[src/rtl/vga_fb_scheduler.sv]
// VGA frame-buffer scan-out: self-timed raster, fixed-slot 8-pixel fetches
// from a single-port RAM, and leftover RAM cycles granted to a writer.
module vga_fb_scheduler #(
  parameter int unsigned H_TOTAL  = 768,
  parameter int unsigned H_SYNC   = 16,
  parameter int unsigned H_START  = 128,
  parameter int unsigned H_ACTIVE = 512,
  parameter int unsigned V_TOTAL  = 512,
  parameter int unsigned V_SYNC   = 1,
  parameter int unsigned V_START  = 16,
  parameter int unsigned V_ACTIVE = 480,
  parameter int unsigned ADDR_W   = 15
) (
  input  logic              clk,
  input  logic              Rst,
  input  logic              wr_valid,
  output logic              wr_ready,
  input  logic [ADDR_W-1:0] wr_addr,
  input  logic [23:0]       wr_data,
  output logic              mem_en,
  output logic              mem_we,
  output logic [ADDR_W-1:0] mem_addr,
  output logic [23:0]       mem_wdata,
  input  logic [23:0]       mem_rdata,
  output logic              vga_h_sync,
  output logic              vga_v_sync,
  output logic              R,
  output logic              G,
  output logic              B,
  output logic              frame_start
);

  localparam int unsigned XW = $clog2(H_TOTAL + 1);
  localparam int unsigned YW = $clog2(V_TOTAL + 1);

  localparam logic [XW-1:0] X_LAST     = XW'(H_TOTAL - 1);
  localparam logic [XW-1:0] X_SYNC     = XW'(H_SYNC);
  localparam logic [XW-1:0] X_FETCH0   = XW'(H_START - 8);
  localparam logic [XW-1:0] X_FETCH_E  = XW'(H_START + H_ACTIVE - 8);
  localparam logic [XW-1:0] X_ACT0     = XW'(H_START);
  localparam logic [XW-1:0] X_ACT_E    = XW'(H_START + H_ACTIVE);
  localparam logic [YW-1:0] Y_LAST     = YW'(V_TOTAL - 1);
  localparam logic [YW-1:0] Y_SYNC     = YW'(V_SYNC);
  localparam logic [YW-1:0] Y_ACT0     = YW'(V_START);
  localparam logic [YW-1:0] Y_ACT_E    = YW'(V_START + V_ACTIVE);

  logic [XW-1:0]     r_x;
  logic [YW-1:0]     r_y;
  logic [ADDR_W-1:0] r_fetch_addr;
  logic [23:0]       r_hold;
  logic [23:0]       r_shift;
  logic              r_slot_d;
  logic [2:0]        r_rgb;
  logic              r_hsync;
  logic              r_vsync;
  logic              r_frame_start;

  logic              w_line_act;
  logic              w_pix_act;
  logic              w_slot;
  logic              w_frame0;
  logic              w_xfer;
  logic [23:0]       w_shift_next;

  always_comb begin
    w_line_act = (r_y >= Y_ACT0) && (r_y < Y_ACT_E);
    w_pix_act  = w_line_act && (r_x >= X_ACT0) && (r_x < X_ACT_E);
    w_slot     = w_line_act && (r_x[2:0] == 3'd0) &&
                 (r_x >= X_FETCH0) && (r_x < X_FETCH_E);
    w_frame0   = (r_x == '0) && (r_y == '0);
  end

  // Display has absolute priority; the grant never looks at wr_valid.
  always_comb begin
    wr_ready  = ~w_slot & ~Rst;
    w_xfer    = wr_valid & wr_ready;
    mem_en    = 1'b0;
    mem_we    = 1'b0;
    mem_addr  = '0;
    mem_wdata = '0;
    if (!Rst) begin
      if (w_slot) begin
        mem_en   = 1'b1;
        mem_addr = r_fetch_addr;
      end else if (w_xfer) begin
        mem_en    = 1'b1;
        mem_we    = 1'b1;
        mem_addr  = wr_addr;
        mem_wdata = wr_data;
      end
    end
  end

  // RGB samples the post-load shift value so pixel p shows at X = H_START+p+1.
  always_comb begin
    w_shift_next = r_shift;
    if (w_pix_act) begin
      if (r_x[2:0] == 3'd0) w_shift_next = r_hold;
      else                  w_shift_next = {3'b000, r_shift[23:3]};
    end
  end

  always_ff @(posedge clk or posedge Rst) begin
    if (Rst) begin
      r_x           <= '0;
      r_y           <= '0;
      r_fetch_addr  <= '0;
      r_hold        <= '0;
      r_shift       <= '0;
      r_slot_d      <= 1'b0;
      r_rgb         <= '0;
      r_hsync       <= 1'b1;
      r_vsync       <= 1'b1;
      r_frame_start <= 1'b0;
    end else begin
      if (r_x == X_LAST) begin
        r_x <= '0;
        if (r_y == Y_LAST) r_y <= '0;
        else               r_y <= r_y + YW'(1);
      end else begin
        r_x <= r_x + XW'(1);
      end
      if (w_frame0)    r_fetch_addr <= '0;
      else if (w_slot) r_fetch_addr <= r_fetch_addr + ADDR_W'(1);
      r_slot_d <= w_slot;
      if (r_slot_d) r_hold <= mem_rdata;
      r_shift       <= w_shift_next;
      r_rgb         <= w_pix_act ? w_shift_next[2:0] : 3'b000;
      r_hsync       <= ~(r_x < X_SYNC);
      r_vsync       <= ~(r_y < Y_SYNC);
      r_frame_start <= w_frame0;
    end
  end

  assign vga_h_sync  = r_hsync;
  assign vga_v_sync  = r_vsync;
  assign R           = r_rgb[2];
  assign G           = r_rgb[1];
  assign B           = r_rgb[0];
  assign frame_start = r_frame_start;

endmodule

[config.mk]
export PLATFORM = sky130hd
export DESIGN_NAME = vga_fb_scheduler
export DESIGN_NICKNAME = d
export VERILOG_FILES = /design/src/rtl/vga_fb_scheduler.sv
export SDC_FILE = /design/constraint.sdc
export NUM_CORES = 1
export LEC_CHECK = 0
export BUFFER_PORTS_ARGS = -buffer_cell sky130_fd_sc_hd__buf_2
export CAP_MARGIN = 10
export CORE_ASPECT_RATIO = 2
export CORE_MARGIN = 5
export CORE_UTILIZATION = 45
export DETAILED_ROUTE_END_ITERATION = 8
export GPL_TIMING_DRIVEN = 1
export PLACE_DENSITY = 0.69
export SETUP_SLACK_MARGIN = 0.15
export SLEW_MARGIN = 20
export SYNTH_ARGS = -nofsm -noshare
export SYNTH_HDL_FRONTEND = slang
export SYNTH_SLANG_ARGS = --single-unit
[constraint.sdc]
create_clock -name clk -period 4.31 [get_ports clk]
set_clock_uncertainty 0.2 [all_clocks]
set_input_delay 0.2155 -clock clk [delete_from_list [all_inputs] [get_ports clk]]
set_output_delay 0.2155 -clock clk [all_outputs]
set_load 0.02 [all_outputs]
==> results of run 1 <==
power by group:
group	switching [mW]	leakage, nW	internal (mW)
Sequential	0	1.19	0.816
Combinational	0.0659	1.34	0.0565
Clock	0.334	0.155	0.474
worst reg2reg max path, delay by kind of cell, from the launching register on:
family	cells	cell delay [ns]
buffers and inverters	3	0.61
DFF	1	0.39
adders and majority gates	1	0.20
AOI/OAI and AO/OA	1	0.06
and+or+nand+nor	4	1.27
cells in the final DEF, fill, tap and decap left out, drive strengths merged, types with 5 or more instances in the layout:
cell type    Yosys  final
a21oi           27     27
a31oi           18     18
and2            29     29
and3             5      5
buf             19    118
clkbuf          14     10
dfrtp           85     85
dlygate4sd3      0     25
ha               6      6
inv             13     14
mux2            24     24
mux2i            9      9
nand2           51     51
nand2b           5      5
nand3           31     31
nand4            9      9
nor2            35     35
nor3             9      9
o211ai          15     15
o21ai           10     10
o31ai            7      7
or4              9      9
xnor2            6      6
xor2             7      7
sequential cells by signal, indices dropped and copies added (netlist names):
register	cells
r_hold	24
r_shift	21
r_fetch_addr	15
r_x	10
r_y	10
r_rgb	3
frame_start	1
r_slot_d	1
vga_h_sync	1
vga_v_sync	1
per-layer routing:
| metal | wire [microns] | track usage, % | up-vias |
|---|---|---|---|
| met1 | 3953 | 18.26 | 1941 |
| met2 | 6326 | 35.43 | 132 |
| li1 | - | - | 1898 |
| met4 | 278 | 7.655 | 0 |
| met3 | 695 | 3.728 | 20 |
| met5 | 0 | 0 | - |
stage by stage:
stage	std cells	instance area [sq um]
floorplan	470	4562
detailed placement	690	5142
global route	731	5708
global placement	690	5142
finish	731	5708
CTS	731	5708
worst paths after layout:
path / end / slack [ns] / cells after the start
max: mem_wdata[23] / 0.83 / 9
max reg2reg: r_fetch_addr[8] / 1.44 / 9
max in group asynchronous: vga_h_sync / 2.33 / 4
min reg2reg: r_x[0] / 0.30 / 1
min: r_x[0] / 0.30 / 1
min in group asynchronous: frame_start / 0.51 / 3
cell families after synthesis:
logic type	share of synthesized area [%]
flops	47.78
buf+inv	5.458
compound gates	11.71
fa+ha+maj	1.646
xor+xnor	2.496
mux	8.173
simple gates	22.74
final cells by class:
class / count / area (sq um)
repair buffers: 143 / 853.3
flip-flops and latches: 87 / 2180
clock inverters: 6 / 76.32
fillers: 905 / 4312
well taps: 135 / 168.9
clock buffers: 10 / 239.0
inverters: 13 / 50.05
multi-input cells: 337 / 2141
==> results.env, run 1 <==
SYNTH_SEQ_CELLS=87
DIE_HEIGHT_MICRONS=152.4
WORST_HOLD_MARGIN_NS=0.3020
FIN_NETS=663
CAP_VIOLATIONS=0
CTS.HOLD.BUFFERS_ADDED=25
POWER.STATIC_LEAKAGE_nW=2.688
SYNTHESIZED_NETLIST_CELL_COUNT=470
CRITICAL_PATH.SLOWEST_CELL='sky130_fd_sc_hd__nor2_2'
FP.DIEW_MICRONS=81.20
FLOORPLAN.ROWS=52
REPORT.POWER.TOTAL_mW=1.747
PLACEMENT.IO_BUFFERS=113
POWER_DENSITY_mW_PER_MM2=306.0
DRIVE_ABOVE_1_SHARE_PCT=29.03
CTS.HTREE.LEVELS=3
POST_SYNTH_NUM_CELL_TYPES=47
CRITPATHREQUIREDTIME_NS=3.89
POST-CTS-SETUP-BUFFERS=0
COREAREA_SQ_MM=0.01002
FLOORPLAN.DIE_AREA_SQ_MM=0.01237
SYNTH-EDFF-COUNT=0
NUMCTSBUFFERS=9
CRIT_PATH_START='r_x[0]'
FIRST_GLOBAL_VIAS=3932
CLOCK_SINK_COUNT=87
INSERTION_DELAY_NS=0.34
HP-CLASS='reg -> reg'
DOMINANTREGCELLSYNTH='sky130_fd_sc_hd__dfrtp_1'
ANTENNA_FOUND_INITIAL=0
ROOT_BUFFER='sky130_fd_sc_hd__clkbuf_16'
NUMBER_OF_ITERATIONS_IN_THE_FIRST_DETAILED_ROUTING_PASS=4
RSZ0062_AT_GRT='false'
YOSYS.CELL_COUNT.TOP_TYPE='sky130_fd_sc_hd__dfrtp_1'
CLOCK_TREE_FROM_TRITONCTS='done'
WORST-SLEW-PIN-TRANSITION_NS=1.128
REPORT.FINAL.SETUP_VIOL=0
SYNTH_AREA_SQ_MM=0.004562
CLOCK_TREE.BUFFER_DEPTH=2
TIMING.FINAL.HOLD_VIOLATIONS=0
WORST_HOLD_STARTPOINT='r_x[0]'
SYNTH_ASYNC_SR_FLOP_SHARE_PCT=100.0
CTS_RESIZED=0
GRT_START_MAX_NET_PINS=47
CLKTRANSATPATHREGS_NS=0.06
DRT-INITIAL-DRC-COUNT=222
SETUP_SLACK_NS=0.8314
TIMING.FINAL.MAX_SLEW_VIOLATIONS=0
FINALSETUPTNS_NS=0
PATH_CELLS='inv_1 -> ha_1 -> nor2b_2 -> buf_4 -> and4_1 -> nor2_2 -> o211a_4 -> and2_1 -> buf_2'
POST-ROUTE-PERIOD-UTIL_PCT=80.71
DETAIL-ROUTE-ANTENNA-NETS=0
CP_NUM_BUF_INV=3
HPWL_MM=8.245
FINAL_UTIL_PCT=56.97
SYN_NETS=542
TIMING.FMAX_MHz=287.5
SYNTH_LARGEST_TYPE_AREA_FRACTION_PCT=46.63
CRITICAL_PATH.TOP_DELAY_FAMILY='simple AND/OR/NAND/NOR gates'
CRIT-REG2REG-LAUNCH='r_x[0]'
WORST-SETUP-PATH-TYPE='reg -> out'
POST-PLACE-WS_NS=1.149
DRT-TOTAL-WL_MM=11.25
PLACE.GP.CONGESTION=0.8421
GRT_PASS1_WL_MM=18.05
NETLIST_TOP_CELLS_AREA='sky130_fd_sc_hd__dfrtp_1, sky130_fd_sc_hd__mux2_2, sky130_fd_sc_hd__nand2_1, sky130_fd_sc_hd__and2_1, sky130_fd_sc_hd__nand3_1'
SYNTHESIS.YOSYS.WARNINGS=0
SYNTHESIZED_AREA_PER_CELL_SQ_UM=9.706
INITIAL_UTILIZATION_PCT=45.53
CRITICAL-PATH-MAX-STAGE-DELAY_NS=0.75
IOPINCOUNT=114
AVGVIACOUNTPERCELL=5.460
ANTENNA-DIODE-COUNT=0
WORST-PATH-MAX-FANOUT=26
RELSLEWSLACK_PCT=24.51
LAYOUT-AREA-OVERHEAD-VS-SYNTH_PCT=25.12
GLOBAL_ROUTE.USAGE.TOTAL_PCT=18.48
SETUP_CRIT_END_KIND='output port'
SYNTH_SEQ_AREA_SHARE_PCT=47.78
NETLIST.TOP_CELL.BY_AREA='sky130_fd_sc_hd__dfrtp_1'
TOTAL_VIAS_IN_THE_FINAL_ROUTE=3991
CP.ARRIVAL_NS=3.06
DRCVIOLATIONCOUNT=0
YOSYS-TOP-CELLS-COUNT='sky130_fd_sc_hd__dfrtp_1, sky130_fd_sc_hd__nand2_1, sky130_fd_sc_hd__nor2_1'
GRT.OVERFLOW.TOTAL=0
STATUS='finished, final reports clean'
STARTPOINT_TYPE='flop'
DRT-WIRELENGTH-PER-CELL_MICRONS=15.39
PERIOD_MINUS_SLACK_NS=3.479
PEAKVDDDROP_mV=0.4065
No activity file was read; power rests on OpenSTA's default activity.
==> run 2, diff against run 1 <==
--- a/config.mk
+++ b/config.mk
@@ -5,6 +5,7 @@
 export SDC_FILE = /design/constraint.sdc
 export NUM_CORES = 1
 export LEC_CHECK = 0
+export ABC_AREA = 1
 export BUFFER_PORTS_ARGS = -buffer_cell sky130_fd_sc_hd__buf_2
 export CAP_MARGIN = 10
 export CORE_ASPECT_RATIO = 2
==> constraint.sdc (replaced) <==
create_clock -name clk -period 3.3 [get_ports clk]
set_clock_uncertainty 0.2 [all_clocks]
set_input_delay 0.165 -clock clk [delete_from_list [all_inputs] [get_ports clk]]
set_output_delay 0.165 -clock clk [all_outputs]
set_load 0.02 [all_outputs]
==> results.env, run 2 <==
FIRST_GLOBAL_VIAS=4314  # was 3932
CAP_VIOLATIONS=0  # unchanged
CTS_RESIZED=0  # unchanged
CP.ARRIVAL_NS=2.37  # was 3.06 ns
PLACED_CELLS_INCL_TAPS=796  # was 690
NUMBER_OF_ITERATIONS_IN_THE_FIRST_DETAILED_ROUTING_PASS=4  # unchanged
YOSYS-TOP-CELLS-COUNT='sky130_fd_sc_hd__nand2_1, sky130_fd_sc_hd__dfrtp_1, sky130_fd_sc_hd__nor2_1'  # was sky130_fd_sc_hd__dfrtp_1, sky130_fd_sc_hd__nand2_1, sky130_fd_sc_hd__nor2_1
ROOT_BUFFER='sky130_fd_sc_hd__clkbuf_16'  # unchanged
WORST-PATH-MAX-FANOUT=28  # was 26
SYNTH_SEQ_AREA_SHARE_PCT=46.52  # was 47.78%
SYNTHESIS.YOSYS.WARNINGS=0  # unchanged
FILLERINSTANCES=936  # was 905
DRT-WIRELENGTH-PER-CELL_MICRONS=14.88  # was 15.39 microns
FP.DIEW_MICRONS=82.16  # was 81.20 microns
AVGVIACOUNTPERCELL=5.048  # was 5.460
DIE_HEIGHT_MICRONS=154.3  # was 152.4 microns
XOR_AND_XNOR_AREA_SHARE_AFTER_SYNTHESIS_PCT=2.804  # was 2.496%
DRT-INITIAL-DRC-COUNT=143  # was 222
FINAL_CELL_AREA_SQ_MM=0.005826  # was 0.005708 sq mm
REGISTER_NAME_WITH_THE_MOST_FLOPS='r_hold'  # unchanged
SYNTH_SIMPLE_GATE_AREA_SHARE_PCT=26.97  # was 22.74%
DOMINANTREGCELLSYNTH='sky130_fd_sc_hd__dfrtp_1'  # unchanged
MULTIINPUTGATEAREA_SQ_MM=0.002076  # was 0.002141 sq mm
SETUP_CRIT_END_KIND='output port'  # unchanged
POST_SYNTH_NUM_CELL_TYPES=32  # was 47
WORST-SLEW-PIN-TRANSITION_NS=1.048  # was 1.128 ns
NUMCTSBUFFERS=9  # unchanged
IOPINCOUNT=114  # unchanged
SYNTH-EDFF-COUNT=0  # unchanged
LARGESTREGISTERS='r_hold: 24 flops, r_shift: 21 flops, r_fetch_addr: 15 flops'  # unchanged
DRIVE_ABOVE_1_SHARE_PCT=27.53  # was 29.03%
ANTENNA-DIODE-COUNT=0  # unchanged
DRT-TOTAL-WL_MM=12.44  # was 11.25 mm
MOSTFREQUENTLAYOUTCELL='sky130_fd_sc_hd__buf_2'  # unchanged
REPORT.FINAL.SETUP_VIOL=0  # unchanged
YOSYS.CELL_COUNT.TOP_TYPE='sky130_fd_sc_hd__nand2_1'  # was sky130_fd_sc_hd__dfrtp_1
SYNTHMUXAREASHARE_PCT=4.326  # was 8.173%
RELSLEWSLACK_PCT=30.14  # was 24.51%
NETLIST.TOP_CELL.BY_AREA='sky130_fd_sc_hd__dfrtp_1'  # unchanged
CLOCK_SINK_COUNT=87  # unchanged
TIMING.FINAL.MAX_SLEW_VIOLATIONS=0  # unchanged
CTS.HTREE.LEVELS=3  # unchanged
CELL_AREA_AFTER_PLACEMENT_SQ_MM=0.005319  # was 0.005142 sq mm
PEAKVDDDROP_mV=0.2700  # was 0.4065 mV
CLOCK_TREE_FROM_TRITONCTS='done'  # unchanged
REGAREA_SQ_MM=0.002180  # unchanged
SYNTHESIZED_AREA_PER_CELL_SQ_UM=8.250  # was 9.706 sq um
SYNTHESIZED_NETLIST_CELL_COUNT=568  # was 470
PERIOD_MINUS_SLACK_NS=2.737
INITIAL_UTILIZATION_PCT=46.17  # was 45.53%
POST-CTS-SETUP-BUFFERS=0  # unchanged
WORST-SETUP-PATH-TYPE='reg -> out'  # unchanged
CTS.HOLD.BUFFERS_ADDED=24  # was 25
LAYOUT-AREA-OVERHEAD-VS-SYNTH_PCT=24.33  # was 25.12%
POST-ROUTE-PERIOD-UTIL_PCT=82.95
CRIT-REG2REG-LAUNCH='r_x[0]'  # unchanged
FINALSETUPTNS_NS=0  # unchanged
POWER.STATIC_LEAKAGE_nW=2.932  # was 2.688 nW
NETLIST_TOP_CELLS_AREA='sky130_fd_sc_hd__dfrtp_1, sky130_fd_sc_hd__nand2_1, sky130_fd_sc_hd__nor2_1, sky130_fd_sc_hd__inv_1, sky130_fd_sc_hd__mux2_2'  # was sky130_fd_sc_hd__dfrtp_1, sky130_fd_sc_hd__mux2_2, sky130_fd_sc_hd__nand2_1, sky130_fd_sc_hd__and2_1, sky130_fd_sc_hd__nand3_1
CRITPATHREQUIREDTIME_NS=2.93  # was 3.89 ns
LARGEST_REGISTER_FFS=24  # unchanged
SYNTH_ADDER_AREA_SHARE_PCT=1.602  # was 1.646%
FLOORPLAN.DIE_AREA_SQ_MM=0.01268  # was 0.01237 sq mm
ANTENNA_FOUND_INITIAL=0  # unchanged
LAYOUT_COMMON_CELLS='sky130_fd_sc_hd__buf_2, sky130_fd_sc_hd__nand2_1, sky130_fd_sc_hd__dfrtp_1'  # was sky130_fd_sc_hd__buf_2, sky130_fd_sc_hd__dfrtp_1, sky130_fd_sc_hd__nand2_1
PLACE.GP.CONGESTION=0.8838  # was 0.8421
FIN_NETS=768  # was 663
DETAIL-ROUTE-ANTENNA-NETS=0  # unchanged
SYNTH_LARGEST_TYPE_AREA_FRACTION_PCT=45.39  # was 46.63%
SYNTH_SEQ_CELLS=87  # unchanged
RSZ0062_AT_GRT='false'  # unchanged
TIMING.FMAX_MHz=365.3
STDCELL_COUNT=836  # was 731
R2R.WORST_PATH.CELLS=13  # was 9
COREAREA_SQ_MM=0.01015  # was 0.01002 sq mm
GLOBAL_ROUTE.USAGE.TOTAL_PCT=20.13  # was 18.48%
POWER_DENSITY_mW_PER_MM2=369.8  # was 306.0 mW/mm^2
DRCVIOLATIONCOUNT=0  # unchanged
GRT.OVERFLOW.TOTAL=0  # unchanged
INSERTION_DELAY_NS=0.34  # about the same
GRT_START_MAX_NET_PINS=48  # was 47
SYNTH_ASYNC_SR_FLOP_SHARE_PCT=100.0  # unchanged
SYN_NETS=640  # was 542
GRT_PASS1_WL_MM=19.81  # was 18.05 mm
CLKTRANSATPATHREGS_NS=0.06  # about the same
SYNTH_AREA_SQ_MM=0.004686  # was 0.004562 sq mm
HPWL_MM=9.156  # was 8.245 mm
CRIT-REG2REG-CAPTURE='r_fetch_addr[13]'  # was r_fetch_addr[8]
HP-CLASS='in -> async'  # was reg -> reg
TIMING.FINAL.HOLD_VIOLATIONS=0  # unchanged
SYNTH_TOP_FAMILY_BY_AREA='simple AND/OR/NAND/NOR gates'  # unchanged
STATUS='finished, final reports clean'  # unchanged
STARTPOINT_TYPE='flop'  # unchanged
PLACEMENT.IO_BUFFERS=113  # unchanged
FLOORPLAN.ROWS=52  # unchanged
SETUP.REG_TO_REG.WORST_SLACK_NS=0.89  # was 1.44 ns
CLOCK_TREE.BUFFER_DEPTH=2  # unchanged
TOTAL_VIAS_IN_THE_FINAL_ROUTE=4220  # was 3991
SYNTH_COMPOUND_GATE_AREA_SHARE_PCT=8.598  # was 11.71%
-- run 2: cell count changes after synthesis, sizes merged, moves of 7 or more --
cell,change
a21oi,-7
o21ai,+19
o31ai,+14
or4,-9
nor2,+73
a31oi,-18
nand2,+51
and2,-29
nor3,+7
o211ai,-15
inv,+63
nand4,+10
mux2i,-9
-- run 2: area by class of cell --
type,instances,share of cell area [%]
clock buffer,10,3.930
clock inverter,6,0.6443
sequential,87,37.41
inverter,76,5.004
timing repair buffer,142,14.48
tap,135,2.899
multi-input combinational,380,35.63
-- run 2: cell families (layout without fill, tap and decap cells) --
kind of cell,count (synthesis),after routing
flops,87,87
fa+ha+maj,6,6
compound gates,70,70
buf+inv,101,234
simple gates,271,271
xor+xnor,15,15
mux,18,18
-- run 2: how the worst max path moves through the flow --
stage,startpoint,to,slack (ns),cells past startpoint
finish,r_x[0],mem_wdata[3],0.56,12
global route,r_x[0],mem_wdata[3],0.38,12
CTS,r_x[0],mem_wdata[3],0.56,12
detailed placement,r_x[0],r_fetch_addr[13],0.88,13
global placement,r_x[0],r_fetch_addr[6],0.96,13
floorplan,Rst,mem_addr[0],0.39,5
-- run 2: layer usage --
metal / global-route usage [%] / share of wire (%) / vias to the layer above
met5: 0 / 0 / -
met4: 10.06 / 3.9 / 0
met3: 3.434 / 3.7 / 39
met2: 37.09 / 56 / 109
met1: 20.93 / 36 / 1995
li1: - / - / 2077
-- run 2: report_power, final --
part           switching, mW  internal, mW  total [mW]
clock network          0.413         0.506       0.919
logic                 0.0979        0.0710       0.169
registers                  0          1.07        1.07
total                  0.511          1.64        2.15
-- run 2: metrics by stage --
stage | power, mW | setup slack [ns] | hold slack (ns) | utilization (%)
3_3_place_gp | 1.230 | 0.9567 | 0.1710 | 52.40
2_1_floorplan | 1.167 | 0.3900 | 0.08595 | -
5_1_grt | 2.229 | 0.3801 | 0.2117 | 57.40
3_5_place_dp | 1.233 | 0.8780 | 0.1823 | 52.40
6_report | 2.154 | 0.5627 | 0.1191 | 57.40
4_1_cts | 2.174 | 0.5564 | 0.1188 | 57.40
-- run 2: worst max-delay path: stages (launching register included) --
cell and delay [ns]:
sky130_fd_sc_hd__dfrtp_1 0.39, sky130_fd_sc_hd__inv_1 0.10, sky130_fd_sc_hd__ha_1 0.15, sky130_fd_sc_hd__nand2_1 0.06
sky130_fd_sc_hd__nor2_1 0.11, sky130_fd_sc_hd__nand2_1 0.09, sky130_fd_sc_hd__nor2_4 0.14, sky130_fd_sc_hd__nand2_8 0.15
sky130_fd_sc_hd__inv_6 0.23, sky130_fd_sc_hd__nor2_8 0.05, sky130_fd_sc_hd__nand2_4 0.31, sky130_fd_sc_hd__nor2_1 0.08
sky130_fd_sc_hd__buf_2 0.17
==> run 3, diff against run 2 <==
--- a/config.mk
+++ b/config.mk
@@ -13,7 +13,7 @@
 export CORE_UTILIZATION = 45
 export DETAILED_ROUTE_END_ITERATION = 8
 export GPL_TIMING_DRIVEN = 1
-export PLACE_DENSITY = 0.69
+export PLACE_DENSITY = 0.72
 export SETUP_SLACK_MARGIN = 0.15
 export SLEW_MARGIN = 20
 export SYNTH_ARGS = -nofsm -noshare
==> constraint.sdc (replaced) <==
create_clock -name clk -period 2.2 [get_ports clk]
set_clock_uncertainty 0.2 [all_clocks]
set_input_delay 0.11 -clock clk [delete_from_list [all_inputs] [get_ports clk]]
set_output_delay 0.11 -clock clk [all_outputs]
set_load 0.02 [all_outputs]
==> results.env, run 3 (synthesized netlist as in run 2, its figures left out) <==
CLKTRANSATPATHREGS_NS=0.07  # was 0.06 ns
CLOCK_TREE.BUFFER_DEPTH=2  # unchanged
FAILED_CHECKS='negative setup slack'
DRT-WIRELENGTH-PER-CELL_MICRONS=15.69  # was 14.88 microns
STATUS='finished, violations left'  # was finished, final reports clean
REGISTER_NAME_WITH_THE_MOST_FLOPS='r_hold'  # unchanged
PLACEMENT.IO_BUFFERS=113  # unchanged
R2R.WORST_PATH.CELLS=13  # unchanged
REPORT.FINAL.SETUP_VIOL=43  # was 0
CRIT-REG2REG-CAPTURE='r_y[8]'  # was r_fetch_addr[13]
TOTAL_VIAS_IN_THE_FINAL_ROUTE=4518  # was 4220
DETAIL-ROUTE-ANTENNA-NETS=0  # unchanged
IOPINCOUNT=114  # unchanged
WORST-PATH-MAX-FANOUT=13  # was 28
NUMCTSBUFFERS=9  # unchanged
PLACE.GP.CONGESTION=0.9312  # was 0.8838
POST-ROUTE-PERIOD-UTIL_PCT=110.7
DRT-TOTAL-WL_MM=13.63  # was 12.44 mm
FIRST_GLOBAL_VIAS=4385  # was 4314
LARGEST_REGISTER_FFS=24  # unchanged
PLACED_CELLS_INCL_TAPS=801  # was 796
CLOCK_TREE_FROM_TRITONCTS='done'  # unchanged
ANTENNA_FOUND_INITIAL=0  # unchanged
STDCELL_COUNT=869  # was 836
AVGVIACOUNTPERCELL=5.199  # was 5.048
TIMING.FINAL.MAX_SLEW_VIOLATIONS=0  # unchanged
LAYOUT_COMMON_CELLS='sky130_fd_sc_hd__nand2_1, sky130_fd_sc_hd__dfrtp_1, sky130_fd_sc_hd__nor2_1, sky130_fd_sc_hd__buf_2, sky130_fd_sc_hd__inv_1'  # was sky130_fd_sc_hd__buf_2, sky130_fd_sc_hd__nand2_1, sky130_fd_sc_hd__dfrtp_1
GRT.OVERFLOW.TOTAL=0  # unchanged
REGAREA_SQ_MM=0.002181  # was 0.002180 sq mm
GLOBAL_ROUTE.USAGE.TOTAL_PCT=21.16  # was 20.13%
DRT-INITIAL-DRC-COUNT=193  # was 143
POWER.STATIC_LEAKAGE_nW=3.197  # was 2.932 nW
ANTENNA-DIODE-COUNT=0  # unchanged
DIE_HEIGHT_MICRONS=154.3  # unchanged
INITIAL_UTILIZATION_PCT=46.17  # unchanged
CRIT-REG2REG-LAUNCH='r_y[5]'  # was r_x[0]
P_SW_uW=823.4  # was 511.0 uW
TIMING.FMAX_MHz=410.7
CTS.HTREE.LEVELS=3  # unchanged
RELSLEWSLACK_PCT=68.09  # was 30.14%
POWER_REPORT.INTERNAL_TOTAL_mW=2.549  # was 1.643 mW
GRT_PASS1_WL_MM=20.73  # was 19.81 mm
SETUP_SLACK_NS=-0.2347  # was 0.5627 ns
SHARE_CLK_OF_TOTAL_POWER_PCT=43.7  # was 42.6%
FILLERINSTANCES=813  # was 936
FIN_NETS=801  # was 768
FLOORPLAN.DIE_AREA_SQ_MM=0.01268  # unchanged
HPWL_MM=9.054  # was 9.156 mm
RSZ0062_AT_GRT='true'  # was false
MULTIINPUTGATEAREA_SQ_MM=0.002228  # was 0.002076 sq mm
CP.ARRIVAL_NS=2.12  # was 2.37 ns
MOSTFREQUENTLAYOUTCELL='sky130_fd_sc_hd__nand2_1'  # was sky130_fd_sc_hd__buf_2
FLOORPLAN.ROWS=52  # unchanged
SETUP_CRIT_END_KIND='output port'  # unchanged
COREAREA_SQ_MM=0.01015  # unchanged
DRIVE_ABOVE_1_SHARE_PCT=34.47  # was 27.53%
LARGESTREGISTERS='r_hold: 24 flops, r_shift: 21 flops, r_fetch_addr: 15 flops'  # unchanged
PART_OF_THE_TOTAL_POWER_DISSIPATED_IN_COMBINATIONAL_LOGIC_PCT=8.8  # was 7.8%
NUMBER_OF_ITERATIONS_IN_THE_FIRST_DETAILED_ROUTING_PASS=5  # was 4
LAYOUT-AREA-OVERHEAD-VS-SYNTH_PCT=39.44  # was 24.33%
INSERTION_DELAY_NS=0.35  # was 0.34 ns
FINAL_UTIL_PCT=64.37  # was 57.40%
CAP_VIOLATIONS=0  # unchanged
HP-CLASS='in -> async'  # unchanged
SETUP.REG_TO_REG.WORST_SLACK_NS=-0.08  # was 0.89 ns
PEAKVDDDROP_mV=0.4457  # was 0.2700 mV
POWER.SWITCHING_FRACTION_PCT=24.42  # was 23.72%
WORST-SETUP-PATH-TYPE='reg -> out'  # unchanged
PERIOD_MINUS_SLACK_NS=2.435
TIMING.FINAL.HOLD_VIOLATIONS=0  # unchanged
CLOCK_SINK_COUNT=87  # unchanged
POWER_DENSITY_mW_PER_MM2=516.1  # was 369.8 mW/mm^2
WORST-SLEW-PIN-TRANSITION_NS=0.4786  # was 1.048 ns
GRT_START_MAX_NET_PINS=88  # was 48
STARTPOINT_TYPE='flop'  # unchanged
SEQ_POWER_SHARE_PCT=47.4  # was 49.5%
ROOT_BUFFER='sky130_fd_sc_hd__clkbuf_16'  # unchanged
DRCVIOLATIONCOUNT=0  # unchanged
CRITPATHREQUIREDTIME_NS=1.89  # was 2.93 ns
FP.DIEW_MICRONS=82.16  # unchanged
## run 3: cell count changes in the layout (fill, tap and decap cells not counted), moves of 5 or more
cell	change
sky130_fd_sc_hd__buf_2	-42
sky130_fd_sc_hd__nand2_1	-5
sky130_fd_sc_hd__nor2_4	+6
sky130_fd_sc_hd__buf_6	+32
sky130_fd_sc_hd__buf_4	+36
sky130_fd_sc_hd__nor2_1	-10
## run 3: layer usage
metal  global-route usage (%)  share of wire, %
met5                        0                 0
met4                    10.94               4.6
met3                    2.794               3.7
met2                    38.52                56
met1                    22.80                35
## run 3: timing repair
item,CTS,global route
hold buffers,24,0
resized for setup,67,52
endpoints found under the setup margin,42,56
gates cloned,3,1
hold endpoints to repair,24,0
pin swaps,6,6
setup buffers,15,9
## run 3: power by group through the flow
stage | combinational [mW] | clock [mW] | sequential, mW
2_1_floorplan | 0.122 | 0 | 1.63
3_3_place_gp | 0.215 | 0 | 1.63
3_5_place_dp | 0.220 | 0 | 1.63
4_1_cts | 0.284 | 1.50 | 1.60
5_1_grt | 0.321 | 1.56 | 1.60
6_report | 0.298 | 1.47 | 1.60
## run 3: final cells by class
type                            instances  area share [%]
Timing Repair Buffer                  172           20.64
Multi-Input combinational cell        381           34.11
Sequential cell                        87           33.38
Inverter                               76           4.577
Clock buffer                           10           3.658
Tap cell                              135           2.585
Clock inverter                          6          0.7851
Timing Repair inverter                  2          0.2681
## run 3: critical path: stages, from the launching register on
cell and delay, ns:
sky130_fd_sc_hd__dfrtp_1 0.43, sky130_fd_sc_hd__nand4_1 0.21, sky130_fd_sc_hd__nor2_2 0.24, sky130_fd_sc_hd__nor2_4 0.10
sky130_fd_sc_hd__nand2_8 0.16, sky130_fd_sc_hd__inv_12 0.05, sky130_fd_sc_hd__nor2_8 0.16, sky130_fd_sc_hd__nand2_8 0.13
sky130_fd_sc_hd__nor2_2 0.14, sky130_fd_sc_hd__buf_4 0.15
## run 3: how the worst max path moves through the flow
stage               startpoint  slack (ns)  depth (start not counted)      endpoint
finish                  r_y[5]       -0.23                          9  mem_wdata[0]
detailed placement      r_x[0]       -0.03                         12  mem_wdata[0]
global route            r_y[5]       -0.33                          9  mem_wdata[0]
floorplan               r_x[0]        0.23                         11   mem_addr[6]
global placement        r_x[0]        0.08                         12  mem_wdata[2]
CTS                     r_x[0]       -0.12                         11  mem_addr[14]
## run 3: metrics by stage
step / hold WS, ns / power, mW / setup TNS, ns / cell area, sq um / setup WS, ns
final: 0.02845 / 3.372 / -7.559 / 6534 / -0.2347
after global routing: 0.09592 / 3.481 / -11.43 / 6534 / -0.3268
after CTS: 0.01485 / 3.385 / -3.301 / 6265 / -0.1188
after detailed placement: 0.1264 / 1.849 / -0.07123 / 5381 / -0.03487
after global placement: 0.1161 / 1.845 / 0 / 5381 / 0.07838
after floorplan: 0.03095 / 1.751 / 0 / 4696 / 0.2279
